$ cat src/rtl/quadrature_gen.sv
// quadrature_gen: quadrature (A/B) signal generator.
// Walks a registered position toward `target`, one quarter-step every
// max(step_period,1) clocks, and drives the matching Gray-coded A/B lines.
// Direction comes from the sign of (target - position) mod 2^w. A tie at
// 2^(w-1) decrements.
// Optional feature: define QUADRATURE_GEN_BOUNCE_EN to add contact-bounce
// chatter on the line that changed after each step. It lasts bounce_len
// cycles. Without the macro, a/b are always the clean code.
module quadrature_gen #(
  parameter int w          = 16,
  parameter int pw         = 24,
  parameter int bounce_len = 4
) (
  input  logic          clk,
  input  logic          reset,
  input  logic          en,
  input  logic [w-1:0]  target,
  input  logic [pw-1:0] step_period,
  output logic          a,
  output logic          b,
  output logic [w-1:0]  position,
  output logic          dir,
  output logic          busy
);

  typedef enum logic [1:0] {
    ST_IDLE = 2'd0,
    ST_RUN  = 2'd1,
    ST_HOLD = 2'd2
  } mode_t;

  localparam logic [w-1:0]  W_ONE  = {{(w-1){1'b0}}, 1'b1};
  localparam logic [pw-1:0] PW_ONE = {{(pw-1){1'b0}}, 1'b1};

  mode_t         mode_s;
  logic [w-1:0]  pos_r;
  logic [w-1:0]  pos_nxt_s;
  logic [w-1:0]  diff_s;
  logic [pw-1:0] tmr_r;
  logic [pw-1:0] period_s;
  logic          step_s;
  logic          inc_s;
  logic          dir_r;
  logic          a_r;
  logic          b_r;
  logic [1:0]    ab_new_s;

  // Clean quadrature code for a position, returned as {a, b}
  function automatic logic [1:0] quad_code(input logic [w-1:0] p);
    return {p[1] ^ p[0], p[1]};
  endfunction

  // Operating mode: at target -> idle, otherwise run or hold on en
  always_comb begin
    mode_s = ST_IDLE;
    if (pos_r == target) begin
      mode_s = ST_IDLE;
    end else if (en) begin
      mode_s = ST_RUN;
    end else begin
      mode_s = ST_HOLD;
    end
  end

  // Step decision: interval elapsed (>= so a lowered period steps at once)
  always_comb begin
    period_s  = (step_period == {pw{1'b0}}) ? PW_ONE : step_period;
    diff_s    = target - pos_r;
    inc_s     = ~diff_s[w-1];
    step_s    = 1'b0;
    pos_nxt_s = pos_r;
    if ((mode_s == ST_RUN) &&
        (({1'b0, tmr_r} + {{pw{1'b0}}, 1'b1}) >= {1'b0, period_s})) begin
      step_s    = 1'b1;
      pos_nxt_s = inc_s ? (pos_r + W_ONE) : (pos_r - W_ONE);
    end else begin
      step_s    = 1'b0;
      pos_nxt_s = pos_r;
    end
    ab_new_s = quad_code(pos_nxt_s);
  end

  // Interval timer, position and direction registers
  always_ff @(posedge clk) begin
    if (reset) begin
      tmr_r <= {pw{1'b0}};
      pos_r <= {w{1'b0}};
      dir_r <= 1'b0;
    end else begin
      case (mode_s)
        ST_IDLE: tmr_r <= {pw{1'b0}};
        ST_RUN: begin
          if (step_s) begin
            tmr_r <= {pw{1'b0}};
            pos_r <= pos_nxt_s;
            dir_r <= inc_s;
          end else begin
            tmr_r <= tmr_r + PW_ONE;
          end
        end
        ST_HOLD: tmr_r <= tmr_r;
        default: tmr_r <= {pw{1'b0}};
      endcase
    end
  end

`ifdef QUADRATURE_GEN_BOUNCE_EN
  localparam int bw = $clog2(bounce_len + 2);
  localparam logic [bw-1:0] B_LAST  = bw'(bounce_len);
  localparam logic [bw-1:0] B_START = (bounce_len > 0) ? bw'(1) : bw'(0);

  logic [bw-1:0] bcnt_r;
  logic [1:0]    bmask_r;
  logic [1:0]    ab_old_s;

  // Clean code of the current position, which is the reference while chattering
  always_comb begin
    ab_old_s = quad_code(pos_r);
  end

  // Phase lines with chatter: line that changed shows new ^ (k odd), k = 1..bounce_len
  always_ff @(posedge clk) begin
    if (reset) begin
      {a_r, b_r} <= 2'b00;
      bcnt_r     <= {bw{1'b0}};
      bmask_r    <= 2'b00;
    end else if (step_s) begin
      {a_r, b_r} <= ab_new_s;
      bmask_r    <= ab_new_s ^ ab_old_s;
      bcnt_r     <= B_START;
    end else if (bcnt_r != {bw{1'b0}}) begin
      {a_r, b_r} <= ab_old_s ^ (bmask_r & {2{bcnt_r[0]}});
      bcnt_r     <= (bcnt_r == B_LAST) ? {bw{1'b0}} : (bcnt_r + bw'(1));
    end else begin
      {a_r, b_r} <= ab_old_s;
    end
  end
`else
  // Phase lines: clean Gray code of the position being registered
  always_ff @(posedge clk) begin
    if (reset) begin
      {a_r, b_r} <= 2'b00;
    end else begin
      {a_r, b_r} <= ab_new_s;
    end
  end
`endif

  assign a        = a_r;
  assign b        = b_r;
  assign position = pos_r;
  assign dir      = dir_r;
  assign busy     = (pos_r != target);

endmodule

$ cat config.mk
export PLATFORM = sky130hd
export DESIGN_NAME = quadrature_gen
export DESIGN_NICKNAME = d
export VERILOG_FILES = /design/src/rtl/quadrature_gen.sv
export SDC_FILE = /design/constraint.sdc
export NUM_CORES = 1
export LEC_CHECK = 0
export ABC_AREA = 1
export BUFFER_PORTS_ARGS = -buffer_cell sky130_fd_sc_hd__buf_2
export CAP_MARGIN = 15
export CORE_MARGIN = 2
export CORE_UTILIZATION = 62
export CTS_BUF_LIST = sky130_fd_sc_hd__clkbuf_4 sky130_fd_sc_hd__clkbuf_8 sky130_fd_sc_hd__clkbuf_16
export DETAILED_ROUTE_END_ITERATION = 12
export PLACE_DENSITY = 0.95
export SYNTH_ARGS = -nofsm -noshare
export SYNTH_HDL_FRONTEND = slang
export SYNTH_SLANG_ARGS = --single-unit
$ cat constraint.sdc
create_clock -name clk -period 7.2 [get_ports clk]
set_clock_uncertainty 0.15 [all_clocks]
set_input_delay 0.72 -clock clk [delete_from_list [all_inputs] [get_ports clk]]
set_output_delay 0.72 -clock clk [all_outputs]
set_load 0.02 [all_outputs]
**After elaboration in Yosys (flattened, before gate mapping)**

Index checks and enable logic that the tools add are counted.
Widths: inputs -> output; s select.

- Output and inout bits: 20
- Input bits: 43
- Bits in registers: 43

- $add $sub $neg: 5
- Muxes and demuxes: 8
- Bitwise operators: 2
- Magnitude comparators: 1
- Reductions and logical operators: 4
- Equal/unequal tests: 4

Operator list:

| kind | number |
|---|---|
| $mux 24 | 2 |
| $pmux 24 s2 | 1 |
| $add 24x1->25 const B | 1 |
| $ge 25x24->1 | 1 |
| $add 24x1->24 const B | 1 |
| $logic_not 24->1 | 1 |
| $add 16x1->16 const B | 1 |
| $eq 16x16->1 | 1 |
| $mux 16 | 1 |
| $ne 16x16->1 | 1 |
| $sub 16x1->16 const B | 1 |
| $sub 16x16->16 | 1 |
| $mux 2 | 3 |
| $reduce_and 3->1 | 1 |
| $eq 2x1->1 const B | 1 |
| $eq 2x2->1 const B | 1 |
| $reduce_and 2->1 | 1 |
| $logic_and 1x1->1 | 1 |
| $mux 1 | 1 |
| $not 1->1 | 1 |
| $xor 1x1->1 | 1 |

**Longest topological paths before layout**

Gate-level depths: netlist of run 1.

- Word-level depth: 7
- Mapped depth: 24
- Depth with buffers taken out: 24

**Least setup slack after synthesis of run 1**

Ideal clock, no wire load.

- Path type: input-to-reg
- From: input target[14]
- To: register pos_r[10] (netlist: position[10])
- Cell stages on the path: 17
- Arrival: 3291 ps
- Buffers on the path: 0
- Slack: 3689 ps
- Cell sequence: ha_1 nand2_1 nor2_1 nor3b_2 nand2_1 nand3_1 nand2_1 inv_1 ha_1 a21oi_1 nand2_1 a21boi_0 inv_1 a21oi_1 xnor2_1 o21ai_0 a21oi_1

- Longest elaborated chain between the ends: 6

Ends and longest elaborated chain:

| item | line | source |
|---|---|---|
| from (decl) | 17 | `input logic [w-1:0] target,` |
| $eq 16x16->1 | 56 | `if (pos_r == target) begin` |
| $mux 2 | 56 |  |
| $eq 2x1->1 | 72, 90 |  |
| $logic_and 1x1->1 | 72 | `if ((mode_s == ST_RUN) &&` |
| $mux 1 | 72 |  |
| $reduce_and 3->1 (no line) | -- |  |
| to (signal assigned) | 87 | `pos_r <= {w{1'b0}};` |
| to (signal assigned) | 95 | `pos_r <= pos_nxt_s;` |
| to (decl) | 36 | `logic [w-1:0] pos_r;` |

Several ways; a longest one is shown, not always the timed one.
A chain may end at the register's enable or synchronous reset.

**Worst setup path after layout of run 1**

Same ends and word-level chain as after synthesis.

==> results.md, run 1 <==
- Die Wd: 83.8 µm
- Total die area: 0.00702 mm²
- Synth top cells by count: nand2_1 (151), inv_1 (88), a21oi_1 (66)
- Worst slew margin: 64.7%
- Hold buffers post-CTS: 0
- Initial Utilization: between 60% and 70%
- RSZ-0062 raised after global routing: false
- Cell Area, Synth: 0.00395 mm²
- Initial antenna violation count: 0
- Vias per cell: 5.60
- Worst EP arrival: between 4 and 5 ns
- Post-CTS setup buffer count: 0
- CTS HTree Levels: 2
- # clock sinks: 43
- Fin. max-slew vios: 0
- Clock-pin slew on the worst setup and hold paths: 0.09 ns
- Startpoint Class: input pin
- Leakage: 2.26 nW
- Number of cells on the critical path: 18
- # setup viols final: 0
- Drt pass-1 iters: 5
- Critical path type: input pin to flip-flop
- Max Clk Rate: 0.247 GHz
- DRC: 0
- Count of input and output buffers: a little over 60
- Hold crit path type: flip-flop to flip-flop
- Min Tclk post-route: 4.04 ns
- Post-CTS resize count: 0
- Maximum vdd drop: 83.7 µV
- # rows: 29
- WL final: between 9000 and 10000 µm
- CP max FO: 14
- DR iter-0 viols: 205
- Syn Inst Count: ~590
- Post-DP HPWL: around 7700 µm
- # diodes: 0
- CTS tree: built
- GR peak layer: met2
- Setup TNS: 0 ns
- Internal reg-to-reg setup slack: 3.20 ns
- Total global routing overflow: 0
- Layout cell share with drive strength beyond 1: 14.9%
- CP max stage delay: around 0.42 ns
- Run status: finished clean
- Buffers & Inverters on Critical Path: 3
- Die span in y: 83.8 µm
- Met1 usage: 32.5%
- Tightest Pin Transition: 0.529 ns
- Total track usage: between 20% and 30%
- Distinct cell type count of the synthesized netlist: 38
- Post-route ant nets: 0
- Num ports: 63
- Clock root buffer: clkbuf_8
- CORE AREA: 0.00624 mm²
- Clk_lat worst skew: 0.31 ns
- Met3 Resource Use GR: 4.75%
- Syn avg cell area: 6.70 µm²
- Nets: 747
- Routed len/inst: roughly 13 µm
- Clock Path Buffers: 2
- Crit end category: flip-flop
- Top post-synthesis cells by area: dfxtp_1 (22%), ha_1 (17%), nand2_1 (14%)
- Post-synth EDFFs: 0
- Vias: 4073
- Synth-to-layout area growth: 11.3%
- Final core utilization: between 70% and 80%
- Top cell type's share of synthesized area: 21.8%
- Worst path top cell family by delay: simple AND/OR/NAND/NOR gates
- Global-route wire length before repair: 16700 µm
- Register bit total from synthesis: 43
- Post-route clock period utilization: 56.1%
- Data required, critical path: 7.29 ns
- Crit-path cells: buf_2, ha_1, nand2_1, nor2_1, nor3b_2, nand2_1, nand3_1, nand2_1, inv_1, ha_1, a21oi_1, nand2_1, a21boi_0, inv_1, a21oi_1, xnor2_1, o21ai_0, a21oi_1
- Pin count of the biggest net entering global routing: 28
- R2R cell count: 18
- Slowest CP cell: inv_1
- Yosys warns: 0
- Hold-critical path depth: 2
- Final Hold Fails: 0
- Post-synthesis async set-or-reset flop share: 0%
- Main synth FF type: dfxtp_1
- CTS Buf Count: 5
- Leading area contributor after synthesis: dfxtp_1
- Gp weighted congestion: approximately 0.94
- Grt met2 use: a little over half
- Power Density: between 100 and 150 mW/mm²
- Vias in the first global route: 3972
- Most frequent cell after synthesis: nand2_1
- Register area share after synthesis: between 20 and 25%
- Max-Cap Viols: 0
- Synthesized net count: 687
- Most used cell, CP: nand2_1
[routing by layer]
metal | up-vias | part of all wire, %
li1 | 2016 | -
met1 | 1860 | 40
met2 | 157 | 51
met3 | 40 | 5.5
met4 | 0 | 3.5
met5 | - | 0
[cell usage in the layout (no fill, tap or decap), drive strengths merged]
master / count
nand3b: 3
fa: 1
o21a: 1
ha: 54
clkbuf: 5
inv: 90
nor3b: 1
nor2: 55
nand2: 157
xnor2: 17
nand3: 28
a21o: 4
a31oi: 2
a41o: 1
o2111ai: 1
buf: 63
xor2: 15
nor3: 8
nor4: 3
clkinv: 3
a21boi: 1
a21oi: 66
o21ai: 21
dfxtp: 43
and2: 1
nand4: 6
[registers in the layout, summed over array words and instances, names as in the netlist]
name,flops
dir,1
b,1
a,1
position,16
tmr_r,24
[area by class of cell]
| cell class | instances | area, µm² |
|---|---|---|
| Tap cell | 77 | 96.3 |
| Inverter | 90 | 338 |
| Fill cell | 496 | 1850 |
| Clock buffer | 5 | 68.8 |
| Clock inverter | 3 | 15.0 |
| Timing Repair Buffer | 63 | 322 |
| Multi-Input combinational cell | 446 | 2690 |
| Sequential cell | 43 | 861 |
[worst min-delay path: stages (launching register included)]
cell and delay [ns]:
dfxtp_1 0.31, nand2_1 0.06, a21oi_1 0.06
[final timing paths]
path / from / endpoint
worst max-delay path: target[14] / position[10]$_SDFFE_PP0P_
worst min-delay path: tmr_r[22]$_SDFFE_PP0P_ / tmr_r[22]$_SDFFE_PP0P_
worst max register to register: position[14]$_SDFFE_PP0P_ / position[10]$_SDFFE_PP0P_
worst min register to register: tmr_r[22]$_SDFFE_PP0P_ / tmr_r[22]$_SDFFE_PP0P_
[per-stage QoR]
| step | cell area, µm² | cells | setup slack [ns] | hold slack [ns] | total power, W |
|---|---|---|---|---|---|
| final | 4390 | 727 | 3.16 | 0.324 | 0.000488 |
| after global routing | 4390 | 727 | 2.84 | 0.363 | 0.000511 |
| after CTS | 4380 | 726 | 3.22 | 0.324 | 0.000488 |
| after detailed placement | 4300 | 718 | 2.94 | 0.312 | 0.000336 |
| after global placement | 4300 | 718 | 3.21 | 0.303 | 0.000330 |
| after floorplan | 3950 | 589 | 3.69 | 0.295 | 0.000308 |
[power breakdown]
part | leakage [nW] | internal, W | switching (W) | total, W
clock | 0.0477 | 0.0000666 | 0.0000879 | 0.000154
combinational | 1.86 | 0.0000357 | 0.0000582 | 0.0000939
sequential | 0.347 | 0.000239 | 0.000000996 | 0.000240
total | 2.26 | 0.000341 | 0.000147 | 0.000488
[logic make-up after synthesis]
| kind of cell | Yosys count | share of synthesized area, % |
|---|---|---|
| adders and majority gates | 55 | 17.6 |
| AOI/OAI and AO/OA | 97 | 13.0 |
| buffers and inverters | 100 | 10.1 |
| xor gates and xnor gates | 32 | 7.29 |
| and+or+nand+nor | 262 | 30.2 |
| DFF | 43 | 21.8 |
Note: power is estimated with default switching activity, not from simulation.
==> inputs of run 2 (changes only) <==
--- a/config.mk
+++ b/config.mk
@@ -9,10 +9,10 @@
 export BUFFER_PORTS_ARGS = -buffer_cell sky130_fd_sc_hd__buf_2
 export CAP_MARGIN = 15
 export CORE_MARGIN = 2
-export CORE_UTILIZATION = 62
+export CORE_UTILIZATION = 52
 export CTS_BUF_LIST = sky130_fd_sc_hd__clkbuf_4 sky130_fd_sc_hd__clkbuf_8 sky130_fd_sc_hd__clkbuf_16
 export DETAILED_ROUTE_END_ITERATION = 12
-export PLACE_DENSITY = 0.95
+export PLACE_DENSITY = 0.88
 export SYNTH_ARGS = -nofsm -noshare
 export SYNTH_HDL_FRONTEND = slang
 export SYNTH_SLANG_ARGS = --single-unit
==> constraint.sdc (replaced) <==
create_clock -name clk -period 3.7 [get_ports clk]
set_clock_uncertainty 0.15 [all_clocks]
set_input_delay 0.37 -clock clk [delete_from_list [all_inputs] [get_ports clk]]
set_output_delay 0.37 -clock clk [all_outputs]
set_load 0.02 [all_outputs]
==> run 2 against run 1 <==
Cell count rose by 4.5%. Largest cell class unchanged. Critical path type is now flip-flop to flip-flop. Core utilization fell by 7.5 points. Worst hold slack improved by 0.0061 ns. Critical path depth rose by 4. Global-route usage fell by 4.8 points.
==> results.md, run 2 (same netlist as run 1, synthesis figures left out) <==
- Run status: finished clean
- Maximum vdd drop: 118 µV
- Nets: 757
- Gp weighted congestion: just over 1
- Drt pass-1 iters: 5
- Worst slew margin: 63.3%
- Post-route ant nets: 0
- Total power: 0.000979 W
- Global-route wire length before repair: ~16000 µm
- Max Clk Rate: 0.292 GHz
- Vias in the first global route: ~3900
- Initial antenna violation count: 1
- Most used cell, CP: nand2_1
- DR iter-0 viols: 192
- Commonest cells after routing, fill and taps aside: nand2_1 (150), inv_1 (87), a21oi_1 (65), buf_2 (62), ha_1 (54)
- Leakage: 2.35 nW
- Clk_lat worst skew: 0.30 ns
- Clock root buffer: clkbuf_8
- Post-DP HPWL: 7770 µm
- WL final: 10300 µm
- Total track usage: 23.6%
- Crit-path cells: ha_1, nand2_1, inv_2, nand3b_4, nor2_4, nand3_4, nor3_4, nand2_1, xor2_2, ha_1, nand2_1, nor2_1, nand2_1, nor2_1, nand2_1, nand3_1, nor2_2, nand3_4, buf_12, nand2_4, o21ai_0, nor2_1
- Most common cell after layout, fill and taps aside: nand2_1
- Crit path to: dir$_SDFFE_PP0P_
- Routed len/inst: 13.6 µm
- Initial Utilization: 54.1%
- Max-Cap Viols: 0
- CP max stage delay: 0.38 ns
- Die span in y: 91.1 µm
- Buffers & Inverters on Critical Path: 2
- R2R cell count: 22
- Worst path top cell family by delay: simple AND/OR/NAND/NOR gates
- Total die area: between 0.008 and 0.009 mm²
- Largest Register: tmr_r
- CTS Buf Count: 5
- CTS HTree Levels: 2
- Startpoint Class: flip-flop
- Slowest CP cell: dfxtp_1
- Reg-to-reg critical path startpoint: tmr_r[1]$_SDFFE_PP0P_
- DRC: 0
- Die Wd: 91.1 µm
- Internal reg-to-reg setup slack: 0.28 ns
- Vias: 4075
- Clock-pin slew on the worst setup and hold paths: 0.09 ns
- Synth-to-layout area growth: 16.3%
- Hold crit path type: flip-flop to flip-flop
- CORE AREA: 0.00729 mm²
- # rows: 31
- Max reg flops: 24
- # clock sinks: 43
- Fin. max-slew vios: 0
- CTS tree: built
- Vias per cell: 5.36
- Crit end category: flip-flop
- Final core utilization: 62.9%
- Tightest Pin Transition: 0.550 ns
- CP startpoint: tmr_r[1]$_SDFFE_PP0P_
- RR Endpoint: dir$_SDFFE_PP0P_
- Post-route clock period utilization: 92.5%
- Data required, critical path: about 3.7 ns
- Clock Path Buffers: 2
- Count of input and output buffers: 62
- Layout cell share with drive strength beyond 1: 17.7%
- Pin count of the biggest net entering global routing: 28
- Num ports: between 60 and 70
- # setup viols final: 0
- Min Tclk post-route: around 3.4 ns
- Power Density: 213 mW/mm²
- Critical path type: flip-flop to flip-flop
- Number of cells on the critical path: 22
- CP max FO: 6
- Total global routing overflow: 0
- Worst EP arrival: 3.47 ns
- Final Hold Fails: 0
run 2: cell count changes in the layout (fill, tap and decap cells not counted), moves of 2 or more:
cell / delta
buf_4: +6
clkinv_2: -2
dfxtp_1: -3
nor2_1: -2
dfxtp_2: +3
clkbuf_4: +2
nor2_4: +2
run 2: repair_timing:
| action | in CTS | in global routing |
|---|---|---|
| endpoints found under the setup margin | 0 | 40 |
| hold buffers | 0 | 0 |
| resized for setup | 0 | 17 |
| setup buffers | 0 | 5 |
run 2: power breakdown:
| group | total, W | internal [W] | switching [W] |
|---|---|---|---|
| logic | 0.000191 | 0.0000726 | 0.000119 |
| registers | 0.000466 | 0.000464 | 0.00000186 |
| clock network | 0.000322 | 0.000148 | 0.000174 |
| total | 0.000979 | 0.000685 | 0.000295 |
run 2: worst min-delay path by stage:
stage               slack (ns)                      to              startpoint  cells after the start
finish                    0.33  tmr_r[22]$_SDFFE_PP0P_  tmr_r[22]$_SDFFE_PP0P_                      2
global route              0.37   tmr_r[6]$_SDFFE_PP0P_   tmr_r[6]$_SDFFE_PP0P_                      2
CTS                       0.33  tmr_r[22]$_SDFFE_PP0P_  tmr_r[22]$_SDFFE_PP0P_                      2
detailed placement        0.32  tmr_r[22]$_SDFFE_PP0P_  tmr_r[22]$_SDFFE_PP0P_                      2
global placement          0.31  tmr_r[22]$_SDFFE_PP0P_  tmr_r[22]$_SDFFE_PP0P_                      2
floorplan                 0.30  tmr_r[22]$_SDFFE_PP0P_  tmr_r[22]$_SDFFE_PP0P_                      2
run 2: layout make-up:
type                    count  area, µm²
clock inverters             1       5.00
repair buffers             70        387
multi-input cells         449       2790
diodes                      1       2.50
clock buffers               7       83.8
well taps                  99        124
fillers                   666       2700
flip-flops and latches     43        865
inverters                  90        338
run 2: stage by stage:
stage	cells	hold WS, ns	setup TNS (ns)	area (µm²)	setup slack (ns)
3_3_place_gp	743	0.307	0	4350	0.216
2_1_floorplan	589	0.295	0	3950	0.377
5_1_grt	759	0.370	-0.0621	4590	-0.0380
4_1_cts	751	0.331	0	4440	0.0852
6_report	760	0.330	0	4590	0.276
3_5_place_dp	743	0.318	0	4350	0.0720
run 2: worst register-to-register path, stage by stage, from the launching register on:
cell and delay, ns:
dfxtp_1 0.38, ha_1 0.18, nand2_1 0.07, inv_2 0.09, nand3b_4 0.10, nor2_4 0.15, nand3_4 0.11, nor3_4 0.16
nand2_1 0.13, xor2_2 0.17, ha_1 0.31, nand2_1 0.08, nor2_1 0.13, nand2_1 0.07, nor2_1 0.11, nand2_1 0.05
nand3_1 0.08, nor2_2 0.05, nand3_4 0.20, buf_12 0.15, nand2_4 0.07, o21ai_0 0.26, nor2_1 0.06
run 2: layer usage:
layer  vias to the layer above  routed length (µm)  GRT usage, %
li1                       2039                   -             -
met1                      1859                4220          27.6
met2                       135                5120          43.2
met3                        42                 605          3.57
met4                         0                 361          8.59
met5                         -                   0             0
==> inputs of run 3 (changes only) <==
--- a/config.mk
+++ b/config.mk
@@ -13,6 +13,7 @@
 export CTS_BUF_LIST = sky130_fd_sc_hd__clkbuf_4 sky130_fd_sc_hd__clkbuf_8 sky130_fd_sc_hd__clkbuf_16
 export DETAILED_ROUTE_END_ITERATION = 12
 export PLACE_DENSITY = 0.88
+export REMOVE_ABC_BUFFERS = 1
 export SYNTH_ARGS = -nofsm -noshare
 export SYNTH_HDL_FRONTEND = slang
 export SYNTH_SLANG_ARGS = --single-unit
==> run 3 against run 2 <==
Via count down 3.8%. First-iteration DRC count down 20%. Die area unchanged. Worst setup slack better by 0.027 ns. Fmax up 0.79%. Count of clock-buffer cells in the layout down 1. Total power down 1.8%. Register-to-register slack better by 0.03 ns. Sequential share of layout area up 0.48 points. Global-route usage down 0.13 points. Clock power down 3%. Cell count down 1.3%. Largest power group unchanged.
==> results.md, run 3 (same netlist as run 1, synthesis figures left out) <==
- Tightest Pin Transition: 0.524 ns
- Post-route clock period utilization: 91.8%
- Vias: 3920
- Post-CTS setup buffer count: 0
- # clock sinks: 43
- DR iter-0 viols: between 150 and 200
- Power Density: 216 mW/mm²
- Maximum vdd drop: 135 µV
- CORE AREA: about 0.0073 mm²
- Cell total after placement: 742
- Clk_lat worst skew: about 0.30 ns
- Worst EP arrival: 3.50 ns
- Count of input and output buffers: 62
- CTS HTree Levels: 2
- Post-DP HPWL: 7700 µm
- Pin count of the biggest net entering global routing: 28
- Initial Utilization: about 54%
- CP startpoint: position[6]$_SDFFE_PP0P_
- Leakage: 2.27 nW
- # setup viols final: 0
- Total track usage: 23.5%
- Crit end category: flip-flop
- Hold_sp: tmr_r[22]$_SDFFE_PP0P_
- Layout cell share with drive strength beyond 1: between 10% and 20%
- Hold crit path type: flip-flop to flip-flop
- Clock-pin slew on the worst setup and hold paths: 0.08 ns
- Final hold slack: 0.334 ns
- Fin area: 0.00446 mm²
- Hold buffers post-CTS: 0
- Final Hold Fails: 0
- Synth-to-layout area growth: 12.9%
- Nets: between 700 and 800
- Gp weighted congestion: 0.867
- Area after DPL: 0.00434 mm²
- Worst slew margin: 65.0%
- Max Clk Rate: around 0.29 GHz
- Reg-to-reg critical path startpoint: position[6]$_SDFFE_PP0P_
- RSZ-0062 raised after global routing: true
- Critical path type: flip-flop to flip-flop
- Setup TNS: 0 ns
- Vias per cell: ~5.2
- Clock Path Buffers: 2
- # rows: 31
- Total die area: approximately 0.0083 mm²
- CTS tree: built
- DRC: 0
- Drt pass-1 iters: 5
- Most common cell after layout, fill and taps aside: nand2_1
- Run status: finished clean
- Total global routing overflow: 0
- Die span in y: 91.1 µm
- Fin. max-slew vios: 0
- Global-route wire length before repair: 16300 µm
- Routed len/inst: 12.6 µm
- CTS Buf Count: 5
- Die Wd: between 90 and 100 µm
- Min Tclk post-route: around 3.4 ns
- # diodes: 0
- Max-Cap Viols: 0
- Startpoint Class: flip-flop
- Data required, critical path: between 3 and 4 ns
- Vias in the first global route: 3832
- Initial antenna violation count: 0
- Commonest cells after routing, fill and taps aside: nand2_1 (150), inv_1 (87), a21oi_1 (66), buf_2 (62), ha_1 (54)
- Num ports: 63
- Clock root buffer: clkbuf_8
- WL final: 9440 µm
- Largest Register: tmr_r
- Post-CTS resize count: 0
- Post-route ant nets: 0
- CP max FO: 9
- Max reg flops: 24
- Final std cells w/o fill: 750
==> run 3: cell type report <==
| type | count | area (µm²) |
|---|---|---|
| clock inverters | 2 | 12.5 |
| fillers | 682 | 2840 |
| inverters | 90 | 338 |
| clock buffers | 6 | 76.3 |
| repair buffers | 64 | 325 |
| multi-input cells | 446 | 2720 |
| well taps | 99 | 124 |
| flip-flops and latches | 43 | 861 |
==> run 3: stage by stage <==
step,power (W),util [%],worst slack [ns]
2_1_floorplan,0.000592,-,0.374
3_5_place_dp,0.000656,59.5,0.0606
4_1_cts,0.000963,60.7,0.0686
5_1_grt,0.00101,61.1,-0.0170
3_3_place_gp,0.000646,59.5,0.189
6_report,0.000962,61.1,0.303
==> run 3: metal layers <==
layer  GRT usage, %  part of all wire, %
met1           26.9                   43
met2           44.8                   51
met3           3.07                  3.9
met4           7.07                  2.2
met5              0                    0
==> run 3: worst paths after layout <==
| check | endpoint | slack (ns) | cells after the start |
|---|---|---|---|
| worst min register to register | tmr_r[22]$_SDFFE_PP0P_ | 0.33 | 2 |
| worst min-delay path | tmr_r[22]$_SDFFE_PP0P_ | 0.33 | 2 |
| worst max register to register | position[15]$_SDFFE_PP0P_ | 0.30 | 24 |
| worst max-delay path | position[15]$_SDFFE_PP0P_ | 0.30 | 24 |
==> run 3: where the power goes <==
group | leakage, nW | switching [W] | total (W) | internal, W
registers | 0.347 | 0.00000182 | 0.000466 | 0.000464
clock network | 0.0446 | 0.000173 | 0.000313 | 0.000140
logic | 1.88 | 0.000112 | 0.000183 | 0.0000707
total | 2.27 | 0.000287 | 0.000962 | 0.000674
==> run 3: critical path, cell delays in order (launching register included) <==
cell and delay [ns]:
dfxtp_1 0.38, inv_1 0.08, ha_1 0.30, nand2_1 0.07, nor2_1 0.24, o21ai_0 0.13
nand2_1 0.08, nand2_1 0.06, nand2_1 0.06, nand2_1 0.07, nand2_2 0.12, inv_2 0.09
buf_4 0.18, ha_1 0.34, nand2_1 0.13, nand2_1 0.06, nand3_1 0.06, nand3_1 0.08
a21oi_1 0.12, nand2_1 0.09, nand3_1 0.09, nand4_1 0.12, nand2_1 0.08, nand2_1 0.05
nor2_1 0.09
